$ cat config.mk
export PLATFORM = sky130hd
export DESIGN_NAME = fpu_rr_arbiter
export DESIGN_NICKNAME = d
export VERILOG_FILES = /design/src/rtl/fpu_rr_arbiter.sv
export SDC_FILE = /design/constraint.sdc
export NUM_CORES = 1
export LEC_CHECK = 0
export ABC_CLOCK_PERIOD_IN_PS = 3900
export BUFFER_PORTS_ARGS = -buffer_cell sky130_fd_sc_hd__buf_2
export CAP_MARGIN = 10
export CORE_AREA = 8 8 125 127
export CTS_BUF_LIST = sky130_fd_sc_hd__clkbuf_8
export CTS_CLUSTER_SIZE = 8
export DETAILED_ROUTE_END_ITERATION = 12
export DIE_AREA = 0 0 133 135
export GPL_TIMING_DRIVEN = 0
export PLACE_DENSITY = 0.56
export SYNTH_ARGS = -nofsm -noshare
export SYNTH_HDL_FRONTEND = slang
export SYNTH_SLANG_ARGS = --single-unit
$ cat constraint.sdc
create_clock -name clk -period 3.9 [get_ports clk]
set_input_delay 0.78 -clock clk [delete_from_list [all_inputs] [get_ports clk]]
set_output_delay 0.78 -clock clk [all_outputs]
set_load 0.05 [all_outputs]
$ cat src/rtl/fpu_rr_arbiter.sv
// Round-robin front end that shares one FPU between NUM_REQ requesters.
// Requests carry the requester index in the FPU tag, and responses are routed back by that tag.
module fpu_rr_arbiter #(
    parameter int NUM_REQ      = 4,
    parameter int WIDTH        = 16,
    parameter int NUM_OPERANDS = 3,
    parameter int MAX_OUT      = 4,
    parameter int ID_W         = $clog2(NUM_REQ)
) (
    input  logic                                  clk,
    input  logic                                  rst,
    input  logic [NUM_REQ-1:0]                    req_valid,
    output logic [NUM_REQ-1:0]                    req_ready,
    input  logic [NUM_REQ*NUM_OPERANDS*WIDTH-1:0] req_operands,
    input  logic [NUM_REQ*4-1:0]                  req_op,
    output logic                                  fpu_in_valid,
    input  logic                                  fpu_in_ready,
    output logic [NUM_OPERANDS*WIDTH-1:0]         fpu_operands,
    output logic [3:0]                            fpu_op,
    output logic [ID_W-1:0]                       fpu_tag,
    input  logic                                  fpu_out_valid,
    output logic                                  fpu_out_ready,
    input  logic [WIDTH-1:0]                      fpu_result,
    input  logic [4:0]                            fpu_status,
    input  logic [ID_W-1:0]                       fpu_tag_o,
    output logic [NUM_REQ-1:0]                    rsp_valid,
    input  logic [NUM_REQ-1:0]                    rsp_ready,
    output logic [WIDTH-1:0]                      rsp_result,
    output logic [4:0]                            rsp_status,
    output logic [3:0]                            outstanding,
    output logic                                  busy,
    output logic                                  dbg_locked
);
    localparam int OPW = NUM_OPERANDS * WIDTH;

    // Handshakes: a transfer happens on a rising clk edge where valid and ready are both high;
    // once valid is raised it stays high with stable payload until that transfer.
    typedef enum logic {ST_IDLE = 1'b0, ST_LOCKED = 1'b1} lock_state_e;

    lock_state_e     lock_q;
    logic [ID_W-1:0] rr_ptr_q;
    logic [ID_W-1:0] locked_id_q;
    logic [3:0]      outstanding_q;
    logic [3:0]      outstanding_d;

    logic            found;
    logic [ID_W-1:0] winner;
    logic [ID_W-1:0] scan_idx;
    logic [ID_W-1:0] sel_id;
    logic            locked;
    logic            can_issue;
    logic            issue_fire;
    logic            rsp_fire;
    logic            tag_ok;

    // First valid requester at or after rr_ptr, wrapping around.
    always_comb begin
        found    = 1'b0;
        winner   = '0;
        scan_idx = '0;
        for (int k = 0; k < NUM_REQ; k++) begin
            scan_idx = ID_W'((32'(rr_ptr_q) + 32'(k)) % 32'(NUM_REQ));
            if (!found && req_valid[scan_idx]) begin
                found  = 1'b1;
                winner = scan_idx;
            end
        end
    end

    assign locked     = (lock_q == ST_LOCKED);
    assign can_issue  = (outstanding_q < 4'(MAX_OUT));
    assign sel_id     = locked ? locked_id_q : winner;
    assign fpu_in_valid = rst & (locked | (found & can_issue));
    assign issue_fire = fpu_in_valid & fpu_in_ready;
    assign fpu_tag    = sel_id;
    assign dbg_locked = locked;

    always_comb begin
        fpu_operands = '0;
        fpu_op       = '0;
        req_ready    = '0;
        for (int i = 0; i < NUM_REQ; i++) begin
            if (sel_id == ID_W'(i)) begin
                fpu_operands = req_operands[i*OPW +: OPW];
                fpu_op       = req_op[i*4 +: 4];
                req_ready[i] = issue_fire;
            end
        end
    end

    // A tag that matches no requester leaves every rsp_valid low and never accepts.
    always_comb begin
        rsp_valid     = '0;
        fpu_out_ready = 1'b0;
        tag_ok        = 1'b0;
        for (int i = 0; i < NUM_REQ; i++) begin
            if (fpu_tag_o == ID_W'(i)) begin
                tag_ok        = 1'b1;
                rsp_valid[i]  = rst & fpu_out_valid;
                fpu_out_ready = rst & rsp_ready[i];
            end
        end
    end

    assign rsp_result = fpu_result;
    assign rsp_status = fpu_status;
    assign rsp_fire   = fpu_out_valid & fpu_out_ready;

    always_comb begin
        outstanding_d = outstanding_q;
        case ({issue_fire, rsp_fire})
            2'b10:   outstanding_d = outstanding_q + 4'd1;
            2'b01:   outstanding_d = (outstanding_q == 4'd0) ? 4'd0 : outstanding_q - 4'd1;
            default: outstanding_d = outstanding_q;
        endcase
    end

    assign outstanding = outstanding_q;
    assign busy        = (outstanding_q != 4'd0) | fpu_in_valid;

    // Selection freezes while an offered request waits for fpu_in_ready.
    always_ff @(posedge clk or negedge rst) begin
        if (!rst) begin
            lock_q        <= ST_IDLE;
            rr_ptr_q      <= '0;
            locked_id_q   <= '0;
            outstanding_q <= 4'd0;
        end else begin
            outstanding_q <= outstanding_d;
            if (issue_fire) begin
                lock_q   <= ST_IDLE;
                rr_ptr_q <= (sel_id == ID_W'(NUM_REQ - 1)) ? '0 : sel_id + ID_W'(1);
            end else if (fpu_in_valid && !locked) begin
                lock_q      <= ST_LOCKED;
                locked_id_q <= winner;
            end
        end
    end

    a_no_underflow: assert property (@(posedge clk) disable iff (!rst)
        rsp_fire |-> (outstanding_q != 4'd0));

    a_tag_in_range: assert property (@(posedge clk) disable iff (!rst)
        fpu_out_valid |-> tag_ok);

endmodule
After elaboration in Yosys (flattened, before gate mapping) --
Index checks and enable logic that the tools add are counted.
Storage, ports and cells: flip-flop bits (word level) 9
Cells by class: eq/ne operators 8, add/sub/neg operators 6, $lt $le $gt $ge 5, bitwise logic cells 12, reductions and logical operators 15, muxes and demuxes 42
Operators with widths (number):
- 48-bit two-way mux | 4
- 1-bit two-way mux | 22
- 4-bit two-way mux | 5
- 2-bit by 3-bit < comparator with 1-bit output, second input constant | 4
- 2-bit two-way mux | 6
- 2-bit == test, second input constant | 5
- 1-bit bitwise AND | 9
- 1-bit binary-select mux with 2-bit select | 4
- 4-bit case mux with 2 select lines | 1
- 2-bit by 1-bit == test with 1-bit output, second input constant | 3
- 2-bit by 1-bit adder with 2-bit output, second input constant | 2
- 2-bit adder, second input constant | 2
- 4-bit by 1-bit adder with 4-bit output, second input constant | 1
- 1-bit logical AND | 4
- 1-bit logical NOT | 4
- 2-bit logical NOT | 2
- 4-bit logical NOT | 1
- 4-bit by 3-bit < comparator with 1-bit output, second input constant | 1
- 2-bit nonzero test | 2
- 4-bit nonzero test | 1
- 4-bit by 1-bit subtractor with 4-bit output, second input constant | 1
- 1-bit bitwise OR | 2
- 2-bit AND reduction | 1
- 1-bit NOT | 1

Logic depth before layout (Yosys ltp) --
Gate-level depths: netlist of run 1.
depth after elaboration 18, depth in mapped cells 11, depth with buffers taken out 9

Worst setup path after synthesis of run 1 --
No wires, ideal clock.
path type input to output, start point input port req_valid[0], end point output port fpu_operands[46], arrival 3.749 ns, slack -0.629 ns, cell stages on the path 11, cell sequence nor2b_1 o21bai_1 a32oi_1 inv_1 ha_1 buf_2 clkbuf_1 nand3b_1 a21oi_1 a21oi_1 o21ai_0
Between the ends: cells in the longest elaborated chain, start to end 18, elaborated cells between the ends (all ways) 30
Ends and longest elaborated chain:
- from (decl) | line 12 | input logic [NUM_REQ-1:0] req_valid,
- 1-bit binary-select mux with 2-bit select | line 63 | if (!found && req_valid[scan_idx]) begin
- 1-bit two-way mux (not written as such) | line 63
- 1-bit two-way mux | line 63
- 1-bit logical NOT | line 63
- 1-bit logical AND | line 63
- 1-bit two-way mux | line 63
- 1-bit logical NOT | line 63
- 1-bit logical AND | line 63
- 1-bit two-way mux | line 63
- 1-bit logical NOT | line 63
- 1-bit logical AND | line 63
- 2-bit two-way mux (*) | line 63
- 2-bit two-way mux (*) | line 72 | assign sel_id = locked ? locked_id_q : winner;
- via fpu_tag[0] | line 20 | output logic [ID_W-1:0] fpu_tag,
- 2-bit logical NOT | line 83 | if (sel_id == ID_W'(i)) begin
- 48-bit two-way mux (3 in series) | line 83
- 48-bit two-way mux (*) | line 83
- to (decl) | line 18 | output logic [NUM_OPERANDS*WIDTH-1:0] fpu_operands,
Mark *: on every way through the listed nets, which the timed path passes. The rest lies on a longest branch. The select of a mux whose other input is x is not followed.

Worst setup path after layout of run 1 --
start point input port req_valid[1], end point output port fpu_operands[44]
Between the ends: cells in the longest elaborated chain, start to end 18, elaborated cells between the ends (all ways) 30
Ends and longest elaborated chain (line):
- 1-bit binary-select mux with 2-bit select | 63
- 1-bit two-way mux (not written as such) | 63
- 1-bit two-way mux | 63
- 1-bit logical NOT | 63
- 1-bit logical AND | 63
- 1-bit two-way mux | 63
- 1-bit logical NOT | 63
- 1-bit logical AND | 63
- 1-bit two-way mux | 63
- 1-bit logical NOT | 63
- 1-bit logical AND | 63
- 2-bit two-way mux (*) | 63
- 2-bit two-way mux (*) | 72
- 2-bit logical NOT | 83
- 48-bit two-way mux (3 in series) | 83
- 48-bit two-way mux (*) | 83
Mark *: on every way between the ends. The rest lies on a longest branch, timed or not. The select of a mux whose other input is x is not followed.

==> impl_metrics.py, run 1 <==
metrics = {
    "worst_setup_path": {
        "cp.arrival_ps": 2970,
        "ff2ff_path_depth": 8,
        "cp-start-kind": "primary input",
        "crit_chain": "buf_2 > and2b_1 > o21bai_1 > a32oi_2 > inv_2 > ha_4 > buf_4 > clkbuf_4 > nand3b_1 > a21oi_1 > a21oi_1 > o21ai_2 > buf_4",
        "cp_max_fo": 10,
        "cp_data_required_time_ps": 3120,
        "crit_path_start": "req_valid[1]",
        "critPathKind": "in2out",
        "crit_path_top_delay_cell": "a32oi_2",
        "r2r-end": "outstanding[3]$_DFFE_PN0P_",
        "rr_startpoint": "outstanding[2]$_DFFE_PN0P_",
        "cp-end-kind": "primary output",
        "r2r_setup_slack_ps": 1650,
        "slowest_delay_ps": 330,
    },
    "placed_design": {
        "post_dp_cell_area_sq_mm": 0.00467,
        "io_buffers": 312,
        "gp_congestion": 0.843,
        "hpwlAfterDp_um": 13900,
    },
    "sta": {
        "hold_viol_final": 0,
        "relSlewSlack": 0.683,
        "timing.final.crit_period_ps": 3750,
        "fmax_mhz": 267,
        "setup_viol": 0,
        "rsz0062_at_grt": "yes",
        "fin_crit_sh": 0.960,
        "tightest_slew_ps": 476,
        "drv_slew": 0,
        "finClkSkew_ps": 1.40,
    },
    "run_status": {
        "status": "finished clean",
    },
    "synth": {
        "netlist_instances": 460,
        "synth_xor_area_frac": 0,
        "ys_seq_area_frac": 0.0844,
        "yosysTopAreaCellShare": 0.197,
        "async_flop_share": 1.00,
        "yosys.cell_count.top_type": "nand2_1",
        "ys.flop_type": "dfrtp_1",
        "syn-cell-area_sq_mm": 0.00267,
        "synthAdderAreaFrac": 0.0328,
        "synthSimpleGateAreaFrac": 0.368,
        "synth_area_leaders": "a21oi_1, nand2_1, nand3b_1, o21ai_0, dfrtp_1",
        "synth_top_family_by_area": "simple AND/OR/NAND/NOR gates",
        "synth_edf_count": 0,
        "synth_compound_area_frac": 0.358,
        "ys_ff_latch": 9,
        "muxShareOfSynthArea": 0.0248,
        "synth_top_area_cell": "a21oi_1",
        "synth.avg_cell_area_sq_um": 5.80,
        "synth_nets": 710,
        "ys_warn_count": 0,
        "synthDistinctLibCells": 43,
        "synth_common_cells": "nand2_1, a21oi_1, o21ai_0",
    },
    "clock_tree": {
        "cts_tree": "yes",
        "cts_hold_buf": 0,
        "cts.sinks": 9,
        "clk_latency_ps": 230,
        "clk_pin_slew_worst_paths_ps": 50,
        "clockBufferDepth": 2,
        "cts_root_buffer": "clkbuf_8",
        "cts_made_buffers": 3,
        "h-tree-depth": 1,
    },
    "min_path": {
        "hp-class": "in2async",
    },
    "drt": {
        "wirelength_um": 16400,
        "dr.pass1.iters": 5,
        "drt.antenna.violating_nets": 0,
        "drt_iter0_markers": 162,
        "wl_per_cell_um": 17.1,
        "routed-via-count": 4392,
        "drc": 0,
        "via_per_inst": 4.59,
    },
    "global_route": {
        "grt_pass1_wl_um": 24500,
        "antenna_found_initial": 0,
        "grt_max_degree": 11,
        "grt_pass1_vias": 4486,
        "grt_util_all_layers": 0.165,
        "overflow": 0,
    },
    "die": {
        "core_sq_mm": 0.0136,
        "start_util": 0.196,
        "rows": 43,
        "die_height_um": 135,
        "die_area_sq_mm": 0.0180,
        "ioPinCount": 334,
        "die_w_um": 133,
    },
    "finish": {
        "final_nets": 1028,
        "area_delta_synth_final_pct": 86.9,
        "drive_gt1_frac": 0.571,
        "antennaDiodeCount": 0,
        "fin_area_sq_mm": 0.00499,
    },
    "run": {
        "max_cap_violations": 0,
    },
}
## cell families after synthesis
group / count (synthesis)
mux: 5
buf+inv: 70
flops: 9
compound gates: 178
fa+ha+maj: 7
simple gates: 191
## placed cells by master (no fill, tap or decap), drive strengths merged, types with 7 or more instances in the layout
cell type / synthesis / routed
buf: 25 / 322
clkbuf: 40 / 59
o21ai: 54 / 54
a21oi: 106 / 106
nor2: 10 / 10
nor2b: 7 / 7
dfrtp: 9 / 9
nand3b: 50 / 50
ha: 7 / 7
nand2: 106 / 106
## metrics by stage
stage,hold slack (ps),setup WS (ps),setup TNS [ps],instances,util
after floorplan,451,-251,-251,460,-
after global placement,474,-568,-23240,952,0.343
after detailed placement,492,-589,-23770,952,0.343
after CTS,415,16.9,0,954,0.354
after global routing,414,-34.6,-96.7,957,0.366
final,408,155,0,957,0.366
## worst max path at each step
stage	endpoint	slack, ps	cells after the start
final	fpu_operands[44]	150	13
after global routing	fpu_operands[41]	-30	13
after CTS	fpu_op[3]	20	11
after detailed placement	fpu_op[2]	-590	11
after global placement	fpu_op[2]	-570	11
after floorplan	fpu_operands[46]	-250	11
## cell type report
cell class | instances | area, sq um
Fill cell | 1504 | 8620
Multi-Input combinational cell | 381 | 2390
Timing Repair Buffer | 316 | 1690
Buffer | 62 | 387
Sequential cell | 9 | 225
Tap cell | 180 | 225
Clock buffer | 3 | 41.3
Inverter | 5 | 23.8
Clock inverter | 1 | 3.75
## state kept, by name (all words and copies together), names as in the netlist
name / count
locked_id_q: 2
rr_ptr_q: 2
dbg_locked: 1
outstanding: 4
## critical path: cells and delay by family
| kind | cells | cell delay (ps) |
|---|---|---|
| AND/OR/NAND/NOR | 2 | 360 |
| AO/OA/AOI/OAI | 5 | 780 |
| adder cells (fa/ha/maj) | 1 | 200 |
| buffers and inverters | 5 | 840 |
## per-layer routing
metal,GRT usage,vias to the layer above,part of all wire
met2,0.310,203,0.52
met3,0.0405,8,0.083
met1,0.189,1944,0.40
li1,-,2237,-
met4,0.0202,0,0.0058
met5,0,-,0
## repair_timing
item / CTS / global route
endpoints found under the setup margin: 56 / 52
resized for setup: 44 / 77
buffers inserted: 1 / 3
cloned: 0 / 0
pin swaps: 2 / 1
Power of run 1 is not shown: default switching activity piles up to over one toggle a cycle in this logic, so the estimate is an artifact.
==> run 2: changes to the inputs <==
--- a/config.mk
+++ b/config.mk
@@ -8,13 +8,14 @@
 export ABC_CLOCK_PERIOD_IN_PS = 3900
 export BUFFER_PORTS_ARGS = -buffer_cell sky130_fd_sc_hd__buf_2
 export CAP_MARGIN = 10
-export CORE_AREA = 8 8 125 127
+export CORE_AREA = 8 8 122 124
 export CTS_BUF_LIST = sky130_fd_sc_hd__clkbuf_8
 export CTS_CLUSTER_SIZE = 8
 export DETAILED_ROUTE_END_ITERATION = 12
-export DIE_AREA = 0 0 133 135
+export DIE_AREA = 0 0 130 132
 export GPL_TIMING_DRIVEN = 0
-export PLACE_DENSITY = 0.56
+export PLACE_DENSITY = 0.58
+export SETUP_SLACK_MARGIN = 0.4
 export SYNTH_ARGS = -nofsm -noshare
 export SYNTH_HDL_FRONTEND = slang
 export SYNTH_SLANG_ARGS = --single-unit
==> impl_metrics.py, run 2 (synthesis gave the netlist of run 1 again) <==
metrics = {
    "finish": {
        "final_nets": 1038,
        "final_common_cell": "buf_2",
        "finalNonFillerCells": 963,
        "final_cell_mix": "buf_2, nand2_1, a21oi_2, nand3b_1, o21ai_4",
        "area_delta_synth_final_pct": 142,
        "antennaDiodeCount": 0,
        "largest_reg_flops": 4,
        "postLayoutCoreUtil": 0.499,
        "drive_gt1_frac": 0.715,
    },
    "min_path": {
        "hp-class": "in2async",
    },
    "global_route": {
        "grt_pass1_vias": 4797,
        "grt_max_degree": 11,
        "grt_pass1_wl_um": 26300,
        "grt_util_all_layers": 0.188,
        "overflow": 0,
        "antenna_found_initial": 0,
    },
    "die": {
        "die_height_um": 132,
        "core_sq_mm": 0.0130,
        "start_util": 0.206,
        "die_area_sq_mm": 0.0172,
        "ioPinCount": 334,
        "rows": 42,
        "die_w_um": 130,
    },
    "drt": {
        "drt.antenna.violating_nets": 0,
        "routed-via-count": 4657,
        "via_per_inst": 4.84,
        "dr.pass1.iters": 4,
        "wirelength_um": 17600,
        "drt_iter0_markers": 183,
        "drc": 0,
        "wl_per_cell_um": 18.2,
    },
    "sta": {
        "timing.final.crit_period_ps": 3580,
        "finClkSkew_ps": 6.15,
        "setup_viol": 0,
        "worst_hold_slack_ps": 402,
        "hold_viol_final": 0,
        "rsz0062_at_grt": "yes",
        "relSlewSlack": 0.785,
        "fmax_mhz": 279,
        "tightest_slew_ps": 322,
        "fin_crit_sh": 0.918,
        "drv_slew": 0,
        "tns_ps": 0,
    },
    "placed_design": {
        "dpl.cell_count": 948,
        "io_buffers": 312,
        "gp_congestion": 0.828,
        "hpwlAfterDp_um": 13900,
    },
    "clock_tree": {
        "cts.sinks": 9,
        "h-tree-depth": 1,
        "clockBufferDepth": 2,
        "clk_latency_ps": 230,
        "cts_root_buffer": "clkbuf_8",
        "cts_made_buffers": 3,
        "cts_tree": "yes",
        "clk_pin_slew_worst_paths_ps": 50,
    },
    "worst_setup_path": {
        "crit_path_top_delay_cell": "o22a_1",
        "cp_data_required_time_ps": 3120,
        "cp_common_cell": "buf_8",
        "cp_max_fo": 6,
        "cp.arrival_ps": 2800,
        "cp-start-kind": "primary input",
        "critPathKind": "in2out",
        "crit_chain": "buf_8 > a21o_1 > a21boi_0 > o22a_1 > mux2i_4 > ha_4 > buf_8 > clkbuf_16 > nand3b_1 > a21oi_2 > a21oi_2 > o21ai_4 > buf_8",
        "slowest_delay_ps": 240,
        "cp-end-kind": "primary output",
    },
    "run": {
        "max_cap_violations": 0,
    },
    "run_status": {
        "status": "finished clean",
    },
}
==> run 2: path summary, 6_finish.rpt <==
path	from	endpoint	slack, ps	cells after the start
max	req_valid[0]	fpu_operands[45]	320	13
min	rst	dbg_locked$_DFFE_PN0P_	400	1
max reg2reg	outstanding[3]$_DFFE_PN0P_	outstanding[3]$_DFFE_PN0P_	1690	8
min reg2reg	locked_id_q[0]$_DFFE_PN0P_	locked_id_q[0]$_DFFE_PN0P_	560	2
max in group asynchronous	rst	outstanding[2]$_DFFE_PN0P_	3290	1
min in group clk	locked_id_q[0]$_DFFE_PN0P_	locked_id_q[0]$_DFFE_PN0P_	560	2
==> run 2: per-layer routing <==
layer	vias up	track usage	part of all wire
met5	-	0	0
li1	2254	-	-
met3	21	0.0388	0.083
met1	2181	0.209	0.37
met2	201	0.355	0.53
met4	0	0.0362	0.018
==> run 2: cell type report <==
cell class,count,area [sq um]
multi-input cells,381,3140
plain buffers,65,728
clock buffers,3,41.3
clock inverters,1,5.00
inverters,5,26.3
flip-flops and latches,9,225
well taps,176,220
repair buffers,323,2090
fillers,1292,6510
==> run 2: through the flow <==
step                      setup WS [ps]  instance area (sq um)
after global routing                228                   6470
after detailed placement           -392                   5090
after floorplan                     403                   3310
after global placement             -372                   5090
after CTS                           290                   6320
final                               319                   6470
==> run 2: what timing repair did <==
item	4_1_cts	5_1_grt
setup endpoints to repair	56	54
hold buffers	0	0
cloned	3	0
gates resized for setup	307	40
pin swaps	26	10
buffers inserted	6	2
==> run 2: critical path, delay by kind of cell <==
kind                       cells  cell delay (ps)
buffers and inverters          4              560
adders and majority gates      1              220
AOI/OAI and AO/OA              6              960
muxes                          1              110
and+or+nand+nor                1              170
Power of run 2 is left out for the same reason.
==> run 3: changes to the inputs <==
--- a/config.mk
+++ b/config.mk
@@ -5,7 +5,7 @@
 export SDC_FILE = /design/constraint.sdc
 export NUM_CORES = 1
 export LEC_CHECK = 0
-export ABC_CLOCK_PERIOD_IN_PS = 3900
+export ABC_CLOCK_PERIOD_IN_PS = 4400
 export BUFFER_PORTS_ARGS = -buffer_cell sky130_fd_sc_hd__buf_2
 export CAP_MARGIN = 10
 export CORE_AREA = 8 8 122 124
==> constraint.sdc (replaced) <==
create_clock -name clk -period 4.4 [get_ports clk]
set_input_delay 0.88 -clock clk [delete_from_list [all_inputs] [get_ports clk]]
set_output_delay 0.88 -clock clk [all_outputs]
set_load 0.05 [all_outputs]
==> impl_metrics.py, run 3 (synthesis gave the netlist of run 1 again) <==
metrics = {
    "run_status": {
        "status": "finished clean",
    },
    "clock_tree": {
        "h-tree-depth": 1,
        "cts_hold_buf": 0,
        "clockBufferDepth": 2,
        "cts_tree": "yes",
        "clk_pin_slew_worst_paths_ps": 50,
        "cts_root_buffer": "clkbuf_8",
        "cts.sinks": 9,
        "clk_latency_ps": 230,
        "cts_made_buffers": 3,
    },
    "worst_setup_path": {
        "ff2ff_path_depth": 8,
        "critPathKind": "in2out",
        "cp_data_required_time_ps": 3520,
        "cp-start-kind": "primary input",
        "cp_max_fo": 10,
        "cp-end-kind": "primary output",
        "cp.arrival_ps": 3000,
    },
    "drt": {
        "via_per_inst": 4.70,
        "drt_iter0_markers": 141,
        "routed-via-count": 4487,
        "dr.pass1.iters": 6,
        "drt.antenna.violating_nets": 0,
        "wl_per_cell_um": 17.5,
        "wirelength_um": 16700,
        "drc": 0,
    },
    "sta": {
        "tns_ps": 0,
        "tightest_slew_ps": 540,
        "fin_crit_sh": 0.881,
        "relSlewSlack": 0.640,
        "fmax_mhz": 258,
        "worst_hold_slack_ps": 497,
        "finClkSkew_ps": 3.47,
        "setup_viol": 0,
        "hold_viol_final": 0,
        "timing.final.crit_period_ps": 3880,
        "drv_slew": 0,
        "rsz0062_at_grt": "yes",
    },
    "global_route": {
        "antenna_found_initial": 0,
        "grt_pass1_vias": 4563,
        "grt_pass1_wl_um": 24700,
        "grt_max_degree": 11,
        "overflow": 0,
        "grt_util_all_layers": 0.178,
    },
    "finish": {
        "postLayoutCoreUtil": 0.413,
        "final_cell_mix": "buf_2, nand2_1, a21oi_1, buf_4, nand3b_1",
        "antennaDiodeCount": 0,
        "final_nets": 1029,
        "drive_gt1_frac": 0.577,
        "final_common_cell": "buf_2",
        "largest_reg_flops": 4,
        "area_delta_synth_final_pct": 101,
    },
    "placed_design": {
        "io_buffers": 312,
        "hpwlAfterDp_um": 13900,
        "gp_congestion": 0.808,
    },
    "min_path": {
        "hp-class": "in2async",
    },
    "run": {
        "max_cap_violations": 0,
    },
    "die": {
        "die_height_um": 132,
        "ioPinCount": 334,
        "rows": 42,
        "die_area_sq_mm": 0.0172,
        "start_util": 0.206,
        "die_w_um": 130,
        "core_sq_mm": 0.0130,
    },
}
==> run 3: cell types whose count changed in the layout (fill, tap and decap cells not counted), sizes merged <==
cell / previous run / this run
clkbuf: 41 / 32
clkinv: 2 / 1
inv: 4 / 5
==> run 3: through the flow <==
step | worst slack, ps | instances | cell area (sq um)
4_1_cts | 349 | 953 | 5230
2_1_floorplan | 386 | 460 | 3180
5_1_grt | 375 | 954 | 5360
3_3_place_gp | -373 | 948 | 4960
6_report | 523 | 954 | 5360
3_5_place_dp | -357 | 948 | 4960
==> run 3: what timing repair did <==
item                       in CTS  in global routing
setup endpoints to repair      56                 54
pin swaps                       1                  4
gates resized for setup        95                 80
setup buffers                   1                  1
==> run 3: worst paths after layout <==
kind	startpoint	to	slack, ps
setup / recovery	req_valid[0]	fpu_operands[15]	520
max in group asynchronous	rst	rr_ptr_q[0]$_DFFE_PN0N_	3710
hold / removal	rst	dbg_locked$_DFFE_PN0P_	500
min in group clk	locked_id_q[0]$_DFFE_PN0P_	locked_id_q[0]$_DFFE_PN0P_	510
setup reg to reg	outstanding[3]$_DFFE_PN0P_	outstanding[3]$_DFFE_PN0P_	2240
hold reg to reg	locked_id_q[0]$_DFFE_PN0P_	locked_id_q[0]$_DFFE_PN0P_	510
==> run 3: critical path: stages <==
cell	delay, ps
buf_2	110
nor2b_1	160
nor2_1	60
o22a_1	230
mux2_2	310
ha_1	180
clkbuf_4	180
buf_6	170
clkbuf_4	190
a21oi_1	250
o21ai_4	60
buf_4	200
==> run 3: area by class of cell <==
class | instances | area (sq um)
multi-input combinational | 381 | 2640
fill | 1438 | 7620
inverter | 5 | 23.8
tap | 176 | 220
sequential | 9 | 225
timing repair buffer | 314 | 1740
clock inverter | 1 | 3.75
clock buffer | 3 | 41.3
buffer | 65 | 463
==> run 3: layer usage <==
metal	global-route usage	routed length, um	up-vias	part of all wire
met5	0	0	-	0
met4	0.0232	137	0	0.0082
met1	0.202	6470	2017	0.39
met2	0.326	8300	222	0.50
met3	0.0502	1750	12	0.11
li1	-	-	2236	-
Power of run 3 is left out for the same reason.
